## src/rtl/dvp_frame_tx.sv

```systemverilog
// DVP transmitter: streams RGB565 frame-buffer pixels as vsync/href/8-bit bytes, high byte first.
// Optional colour-bar source is compiled in with DVP_TX_TEST_PATTERN_EN.
`timescale 1ns/1ps

module dvp_frame_tx #(
  parameter int H_ACTIVE  = 320,
  parameter int V_ACTIVE  = 240,
  parameter int VSYNC_LEN = 1536,
  parameter int V_BACK    = 4000,
  parameter int H_BLANK   = 320,
  parameter int V_FRONT   = 1000,
  parameter int AW        = 17
) (
  input  logic          pclk,
  input  logic          rst,
  input  logic          en,
  input  logic          pattern_sel,
  input  logic [15:0]   din,
  output logic          rd_en,
  output logic [AW-1:0] addr,
  output logic          vsync,
  output logic          href,
  output logic [7:0]    d,
  output logic          frame_done,
  output logic          busy
);

  function automatic int max2(input int a, input int b);
    return (a > b) ? a : b;
  endfunction

  localparam int LINE_LEN = 2 * H_ACTIVE;
  localparam int CNT_MAX  = max2(max2(max2(VSYNC_LEN, V_BACK), max2(LINE_LEN, H_BLANK)), V_FRONT);
  localparam int CW       = $clog2(CNT_MAX + 1);
  localparam int LW       = (V_ACTIVE > 1) ? $clog2(V_ACTIVE) : 1;

  localparam logic [CW-1:0] C_VSYNC_END  = CW'(VSYNC_LEN - 1);
  localparam logic [CW-1:0] C_VBACK_END  = CW'(V_BACK - 1);
  localparam logic [CW-1:0] C_LINE_END   = CW'(LINE_LEN - 1);
  localparam logic [CW-1:0] C_HBLANK_END = CW'(H_BLANK - 1);
  localparam logic [CW-1:0] C_VFRONT_END = CW'(V_FRONT - 1);
  localparam logic [CW-1:0] C_VBACK_RD   = CW'(V_BACK - 2);
  localparam logic [CW-1:0] C_HBLANK_RD  = CW'(H_BLANK - 2);
  localparam logic [CW-1:0] C_LINE_RD_LIM = CW'(LINE_LEN - 2);
  localparam logic [LW-1:0] L_LAST       = LW'(V_ACTIVE - 1);

  typedef enum logic [2:0] {
    S_IDLE,
    S_VSYNC,
    S_VBACK,
    S_LINE,
    S_HBLANK,
    S_VFRONT
  } state_t;

  state_t          r_state;
  state_t          w_state_nxt;
  logic [CW-1:0]   r_cnt;
  logic [CW-1:0]   w_cnt_nxt;
  logic [LW-1:0]   r_line;
  logic [LW-1:0]   w_line_nxt;

  logic            r_slot;
  logic            r_fetch;
  logic [7:0]      r_pix_lo;
  logic            r_rd_en;
  logic [AW-1:0]   r_addr;
  logic            r_vsync;
  logic            r_href;
  logic [7:0]      r_d;
  logic            r_frame_done;
  logic            r_busy;

  logic            w_slot_nxt;
  logic            w_href_nxt;
  logic [7:0]      w_d_nxt;
  logic [15:0]     w_word;
  logic            w_rd_gate;

  // NOTE: every variable gets a default first, so no path through this block can infer a latch.
  always_comb begin
    w_state_nxt = r_state;
    w_cnt_nxt   = r_cnt + 1'b1;
    w_line_nxt  = r_line;
    unique case (r_state)
      S_IDLE: begin
        w_cnt_nxt = '0;
        if (en) w_state_nxt = S_VSYNC;
      end
      S_VSYNC: begin
        if (r_cnt == C_VSYNC_END) begin
          w_state_nxt = S_VBACK;
          w_cnt_nxt   = '0;
        end
      end
      S_VBACK: begin
        if (r_cnt == C_VBACK_END) begin
          w_state_nxt = S_LINE;
          w_cnt_nxt   = '0;
        end
      end
      S_LINE: begin
        if (r_cnt == C_LINE_END) begin
          w_cnt_nxt = '0;
          if (r_line == L_LAST) begin
            w_state_nxt = S_VFRONT;
            w_line_nxt  = '0;
          end else begin
            w_state_nxt = S_HBLANK;
            w_line_nxt  = r_line + 1'b1;
          end
        end
      end
      S_HBLANK: begin
        if (r_cnt == C_HBLANK_END) begin
          w_state_nxt = S_LINE;
          w_cnt_nxt   = '0;
        end
      end
      S_VFRONT: begin
        if (r_cnt == C_VFRONT_END) begin
          w_state_nxt = en ? S_VSYNC : S_IDLE;
          w_cnt_nxt   = '0;
        end
      end
      default: begin
        w_state_nxt = S_IDLE;
        w_cnt_nxt   = '0;
        w_line_nxt  = '0;
      end
    endcase
  end

  // Outputs are registered from the next-cycle state, so each output lines up with its own state cycle.
  // A read slot sits two cycles ahead of the high byte it feeds: pre-line gap, then every even line cycle.
  always_comb begin
    w_slot_nxt = ((w_state_nxt == S_VBACK)  && (w_cnt_nxt == C_VBACK_RD)) ||
                 ((w_state_nxt == S_HBLANK) && (w_cnt_nxt == C_HBLANK_RD)) ||
                 ((w_state_nxt == S_LINE)   && !w_cnt_nxt[0] && (w_cnt_nxt < C_LINE_RD_LIM));
    w_href_nxt = (w_state_nxt == S_LINE);
    w_d_nxt    = 8'h00;
    if (w_href_nxt) w_d_nxt = w_cnt_nxt[0] ? r_pix_lo : w_word[15:8];
  end

`ifdef DVP_TX_TEST_PATTERN_EN
  localparam int BAR_W = (H_ACTIVE >= 8) ? H_ACTIVE / 8 : 1;
  localparam int PCW   = (H_ACTIVE > 1) ? $clog2(H_ACTIVE) : 1;
  localparam int BPW   = (BAR_W > 1) ? $clog2(BAR_W) : 1;
  localparam logic [PCW-1:0] P_COL_END = PCW'(H_ACTIVE - 1);
  localparam logic [BPW-1:0] P_BAR_END = BPW'(BAR_W - 1);

  logic            r_pat;
  logic [PCW-1:0]  r_col;
  logic [BPW-1:0]  r_bar_pos;
  logic [2:0]      r_bar;
  logic [2:0]      r_fetch_bar;
  logic            w_frame_start;

  function automatic logic [15:0] bar_rgb(input logic [2:0] idx);
    case (idx)
      3'd0:    return 16'hFFFF;
      3'd1:    return 16'hFFE0;
      3'd2:    return 16'h07FF;
      3'd3:    return 16'h07E0;
      3'd4:    return 16'hF81F;
      3'd5:    return 16'hF800;
      3'd6:    return 16'h001F;
      default: return 16'h0000;
    endcase
  endfunction

  assign w_frame_start = (w_state_nxt == S_VSYNC) && (r_state != S_VSYNC);

  // Bar position follows the read slots, so the pattern shares the memory path's timing exactly.
  always_ff @(posedge pclk) begin
    if (rst) begin
      r_pat       <= 1'b0;
      r_col       <= '0;
      r_bar_pos   <= '0;
      r_bar       <= 3'd0;
      r_fetch_bar <= 3'd0;
    end else if (w_frame_start) begin
      r_pat     <= pattern_sel;
      r_col     <= '0;
      r_bar_pos <= '0;
      r_bar     <= 3'd0;
    end else if (r_slot) begin
      r_fetch_bar <= r_bar;
      if (r_col == P_COL_END) begin
        r_col     <= '0;
        r_bar_pos <= '0;
        r_bar     <= 3'd0;
      end else begin
        r_col <= r_col + 1'b1;
        if (r_bar_pos == P_BAR_END) begin
          r_bar_pos <= '0;
          if (r_bar != 3'd7) r_bar <= r_bar + 1'b1;
        end else begin
          r_bar_pos <= r_bar_pos + 1'b1;
        end
      end
    end
  end

  assign w_word    = r_pat ? bar_rgb(r_fetch_bar) : din;
  assign w_rd_gate = ~r_pat;
`else
  logic w_unused_pattern_sel;
  assign w_unused_pattern_sel = pattern_sel;
  assign w_word    = din;
  assign w_rd_gate = 1'b1;
`endif

  // NOTE: sequential state uses non-blocking assignments only; blocking stays in the comb blocks.
  always_ff @(posedge pclk) begin
    if (rst) begin
      r_state      <= S_IDLE;
      r_cnt        <= '0;
      r_line       <= '0;
      r_slot       <= 1'b0;
      r_fetch      <= 1'b0;
      r_pix_lo     <= 8'h00;
      r_rd_en      <= 1'b0;
      r_addr       <= '0;
      r_vsync      <= 1'b0;
      r_href       <= 1'b0;
      r_d          <= 8'h00;
      r_frame_done <= 1'b0;
      r_busy       <= 1'b0;
    end else begin
      r_state      <= w_state_nxt;
      r_cnt        <= w_cnt_nxt;
      r_line       <= w_line_nxt;
      r_slot       <= w_slot_nxt;
      r_fetch      <= r_slot;
      if (r_fetch) r_pix_lo <= w_word[7:0];
      r_rd_en      <= w_slot_nxt & w_rd_gate;
      if ((w_state_nxt == S_VSYNC) || (w_state_nxt == S_IDLE)) r_addr <= '0;
      else if (r_slot)                                         r_addr <= r_addr + 1'b1;
      r_vsync      <= (w_state_nxt == S_VSYNC);
      r_href       <= w_href_nxt;
      r_d          <= w_d_nxt;
      r_frame_done <= (w_state_nxt == S_VFRONT) && (w_cnt_nxt == C_VFRONT_END);
      r_busy       <= (w_state_nxt != S_IDLE);
    end
  end

  assign rd_en      = r_rd_en;
  assign addr       = r_addr;
  assign vsync      = r_vsync;
  assign href       = r_href;
  assign d          = r_d;
  assign frame_done = r_frame_done;
  assign busy       = r_busy;

endmodule

```

## config.mk

```make
export PLATFORM = sky130hd
export DESIGN_NAME = dvp_frame_tx
export DESIGN_NICKNAME = d
export VERILOG_FILES = /design/src/rtl/dvp_frame_tx.sv
export SDC_FILE = /design/constraint.sdc
export NUM_CORES = 1
export LEC_CHECK = 0
export ABC_CLOCK_PERIOD_IN_PS = 2800
export CAP_MARGIN = 20
export CORE_MARGIN = 4
export CORE_UTILIZATION = 45
export CTS_CLUSTER_DIAMETER = 60
export DETAILED_ROUTE_END_ITERATION = 8
export GPL_TIMING_DRIVEN = 0
export PLACE_DENSITY = 0.66
export SLEW_MARGIN = 10
export SYNTH_ARGS = -nofsm -noshare
export SYNTH_HDL_FRONTEND = slang
export SYNTH_SLANG_ARGS = --single-unit
export TNS_END_PERCENT = 100
```

## constraint.sdc

```tcl
create_clock -name pclk -period 2.8 [get_ports pclk]
set_input_delay 0.56 -clock pclk [delete_from_list [all_inputs] [get_ports pclk]]
set_output_delay 0.56 -clock pclk [all_outputs]
set_load 0.05 [all_outputs]
```

# [Word level (Yosys, flattened, before mapping)]
# Cells that the tools add are included.
[classes] n_addsub=3 magnitude_cmp=1 n_eq_ne=20 mux=19 bitwise_logic=2 n_reduce_logical=16
[op_table] op="$mux W12" n=5
[op_table] op="$pmux W12 S5" n=1
[op_table] op="$eq A12 B10 Y1 const B" n=3
[op_table] op="$eq A12 B12 Y1 const B" n=2
[op_table] op="$eq A12 B9 Y1 const B" n=2
[op_table] op="$mux W8" n=3
[op_table] op="$mux W3" n=6
[op_table] op="$pmux W3 S6" n=1
[op_table] op="$add A17 B1 Y17 const B" n=1
[op_table] op="$pmux W8 S2" n=1
[op_table] op="$add A12 B1 Y12 const B" n=1
[op_table] op="$eq A12 B11 Y1 const B" n=1
[op_table] op="$eq A3 B2 Y1 const B" n=4
[op_table] op="$eq A3 B3 Y1 const B" n=4
[op_table] op="$lt A12 B10 Y1 const B" n=1
[op_table] op="$add A8 B1 Y8 const B" n=1
[op_table] op="$eq A8 B8 Y1 const B" n=1
[op_table] op="$eq A3 B1 Y1 const B" n=2
[op_table] op="$logic_not A3 Y1" n=2
[op_table] op="$logic_and A1 B1 Y1" n=5
[op_table] op="$reduce_or A5 Y1" n=1
[op_table] op="$reduce_or A2 Y1" n=2
[op_table] op="$logic_or A1 B1 Y1" n=3
[op_table] op="$reduce_bool A3 Y1" n=1
[op_table] op="5 further kinds" n=7
[word_totals] regBits=62 in_bits=20 output_inout_bits=30

# [Depth between registers and ports, before layout]
[logic_depth] depth_word=8 ltp_mapped=10 depth_no_buf=8

# [Worst setup path before layout]
# Ideal clock, no wire load.
[synth_path] path_kind="reg-to-reg" start="register r_cnt[0]" end="register r_rd_en (netlist: rd_en)" setup_time_ns=0.127 arrival_time_ns=2.448 t_required_ns=2.673 setup_slack_ns=0.225 path_stages_with_launch=9 period_less_slack_ns=2.575 path_cell_list="dfxtp_1 > ha_1 > clkbuf_1 > nand4_1 > o41ai_1 > a31oi_2 > or3_1 > nor4_1 > o21ai_0"
[synth_between] elab_chain_cells=7 word_cells_on_any_way=31 cone_classes="add/sub (1); order compare (1); eq/ne (10); mux (12); reduce/logical (7)"
[synth_lines] element="from (decl)" line="58" source="logic [CW-1:0] r_cnt;"
[synth_lines] element="from (signal assigned)" line="232" source="r_cnt <= w_cnt_nxt;"
[synth_lines] element="parallel branches: the longest is 6 deep, another holds $add A12 B1 Y12"
[synth_lines] element="$logic_or A1 B1 Y1 *" line="138" source="((w_state_nxt == S_HBLANK) && (w_cnt_nxt == C_HBLANK_RD)) ||"
[synth_lines] element="to (signal assigned)" line="237" source="r_rd_en <= w_slot_nxt & w_rd_gate;"
[synth_lines] element="to (decl)" line="66" source="logic r_rd_en;"
# Every way passes the cells marked *.
# A chain may end at the register's enable or synchronous reset.

# [Worst setup path after layout]
[layout_path] start="register r_cnt[7]" end="register r_rd_en (netlist: rd_en)"
# Same word-level chain as after synthesis.

==> results.ini <==
[drt]
drt-met1-wl_um=3200
wl_per_cell_um=14.8
drc_errors=0
routed_wl_um=7160
via_per_inst=5.53
num_vias=2682
ant_nets=0
drt_iter0_markers=127
routed.top_layer=met4
dr_wl_met3_um=392
drtPass1Iterations=4
wl_met2_um=3520

[cells_and_area]
ff_latch_area_mm2=0.00124
final_cell_mix=nor2_1 (64), dfxtp_1 (61), clkdlybuf4s50_1 (48), nand2_1 (22), xor2_1 (20)
areaGrowthSynthToFinish_pct=25.7
multi_input_area_mm2=0.00173
n_antenna_cell=0
layout-drive-gt1-share=0.0907
utilization=0.590
fin_cells=485
fill_cells=607
final_common_cell=nor2_1
nNetsFinal=429

[pwr]
p_leak_uw=0.00124
internal-power_uw=1240
p_seq_frac=0.546
switching_share=0.238
vdd_drop_max_v=0.000346
clkPwrFrac=0.395
power_frac_comb=0.059
p_sw_uw=388
p_per_area_mw_per_mm2=428

[run_status]
status=complete, no violations

[yosys]
synth_xor_xnor_area_share=0.0867
synth.area.top_cells=dfxtp_1 (41%), nor2_1 (8.2%), mux2i_1 (5.9%), xor2_1 (5.8%), xnor2_1 (2.9%)
synth_top_family_by_area=simple AND/OR/NAND/NOR gates
synth.distinct_cells=53
synth_top_area_frac=0.410
synth_seq_area_share=0.410
synthSimpleGateAreaFrac=0.303
synthCells=348
avgSynthCellArea_um2=8.70
synth_compound_area_frac=0.0863
synth_top_area_cell=dfxtp_1
synth-seq-cells=62
synthMuxAreaShare=0.0595
synth_fa_ha_area_frac=0.0207
synth.cell_area_mm2=0.00303
synth_warnings=0
synth_nets=373

[grt]
antenna_found_initial=0
grt_first_pass_wirelength_um=12100
grt.total_usage=0.181
grt_max_degree=11
gr-total-overflow=0
grt_pass1_vias=2542

[timing]
fin_skew_ns=0.0103
finalSetupViolCount=0
whs_ns=0.496
finalMaxSlewViolations=0
tns_ns=0
rsz0062_at_grt=yes
finalWorstPathRequiredPeriod_ns=2.75
worst_pin_slew_ns=0.589
fin_ws_ns=0.0519
finalHoldViolCount=0
fin_crit_sh=0.981
slew-limit-headroom=0.604
timing.fmax_mhz=364

[floorplanning]
die_y_um=90.0
start_util=0.469
core_area_mm2=0.00646
dieArea_mm2=0.00811
io_pins=50
rows=29
die_width_um=90.0

[cts]
cts_sinks=62
cts_buffer_depth=2
clockRootBuffer=clkbuf_8
cts_tree=built
holdBufCountCts=0
tritoncts.num_buffers=9
cts.reportedPaths.clkPinSlew_ns=0.07
h-tree-depth=3
insertion_delay_ns=0.34

[run]
drv_cap=0

[placement]
placed_cells=473
routabilityCongestion=0.906
pre_cts_ws_ns=-0.351
io_buffers=48
place_hpwl_um=5170

[worst_setup_path]
critPathKind=reg -> reg
path_cells=buf_6 > or3_4 > or4_4 > o21ai_4 > a31oi_2 > or3_1 > nor4_1 > o21ai_0
slowest_delay_ns=0.56
crit_fanout=10
cp.arrival_ns=2.96
cp.required_ns=3.01
critPathLaunchType=flop
critPathCaptureType=flop
critical-path-top-delay-family=simple AND/OR/NAND/NOR gates
crit_buf_inv=1
slowest_stage=or4_4

[hold_path]
hold_class=reg -> reg

synth_stat cells, drive strengths merged:
master   count
a311oi       2
a21o         1
nand2b       4
a2111oi      1
nand4       12
nor3         9
and3        12
a311o        1
a21oi        4
o21ai        6
or3          7
or4          5
xnor2       10
nand2       22
a41oi        2
nand4b       2
and4         2
o41ai        1
o2111ai      1
o22a         1
and2         1
nand3b       2
nand4bb      1
o32a         1
buf          6
o22ai        2
dfxtp       62
nor4b        2
nor2        66
nand3        9
nor4         7
a211oi       1
clkbuf      12
o31a         1
ha           5
inv          6
mux2i       18
nor4bb       2
xor2        20
and4b        1
nor2b        5
a31oi        5
nor3b        4
o31ai        4
worst min-delay path, stage by stage (launching register included):
cell	delay (ns)
dfxtp_1	0.33
mux2i_1	0.07
nor2_1	0.07
sequential cells by signal (all words and copies together), names as in the netlist:
register    cells
addr           17
r_cnt          12
d               8
r_line          8
r_pix_lo        8
r_state         3
busy            1
frame_done      1
href            1
r_fetch         1
rd_en           1
vsync           1
metrics by stage:
step	power [uW]	cell area, um2
2_1_floorplan	958	3030
3_3_place_gp	1000	3610
3_5_place_dp	1000	3610
4_1_cts	1650	3770
5_1_grt	1700	3810
6_report	1630	3810
repair_timing:
item / in CTS / in global routing
setup endpoints to repair: 31 / 26
endpoints found under the hold margin: 0 / 0
gates resized for setup: 4 / 10
setup buffers: 0 / 1
pin swaps: 0 / 1
kinds of logic (layout without fill, tap and decap cells):
| logic type | Yosys count | count (layout) |
|---|---|---|
| simple gates | 175 | 175 |
| compound gates | 34 | 34 |
| xor+xnor | 30 | 30 |
| buf+inv | 24 | 84 |
| mux | 18 | 18 |
| fa+ha+maj | 5 | 5 |
| flops | 62 | 62 |
layout make-up:
cell class                      count  area share
Multi-Input combinational cell    262       0.455
Sequential cell                    62       0.326
Timing Repair Buffer               49       0.128
Clock buffer                       10      0.0335
Tap cell                           77      0.0253
Buffer                             14      0.0181
Clock inverter                      5     0.00723
Inverter                            6     0.00592
power groups by stage:
stage / combinational [uW] / sequential [uW] / clock [uW]
detailed placement: 92.2 / 910 / 0
global route: 103 / 890 / 704
global placement: 92.9 / 909 / 0
CTS: 93.2 / 889 / 667
floorplan: 40.6 / 917 / 0
finish: 95.6 / 890 / 644
per-layer routing:
layer / GRT usage / vias to the layer above
li1: - / 1344
met1: 0.227 / 1260
met2: 0.296 / 72
met3: 0.0568 / 6
met4: 0.0599 / 0
met5: 0 / -
worst paths after layout:
check | start | end | slack, ns | cells after the start
worst max-delay path | r_cnt[7]$_SDFF_PP0_ | rd_en$_SDFF_PP0_ | 0.05 | 8
worst max register to register | r_cnt[7]$_SDFF_PP0_ | rd_en$_SDFF_PP0_ | 0.05 | 8
worst min register to register | r_pix_lo[4]$_SDFFE_PP0P_ | d[4]$_SDFF_PP0_ | 0.50 | 2
worst min-delay path | r_pix_lo[4]$_SDFFE_PP0P_ | d[4]$_SDFF_PP0_ | 0.50 | 2
(Power assumes the default switching activity.)
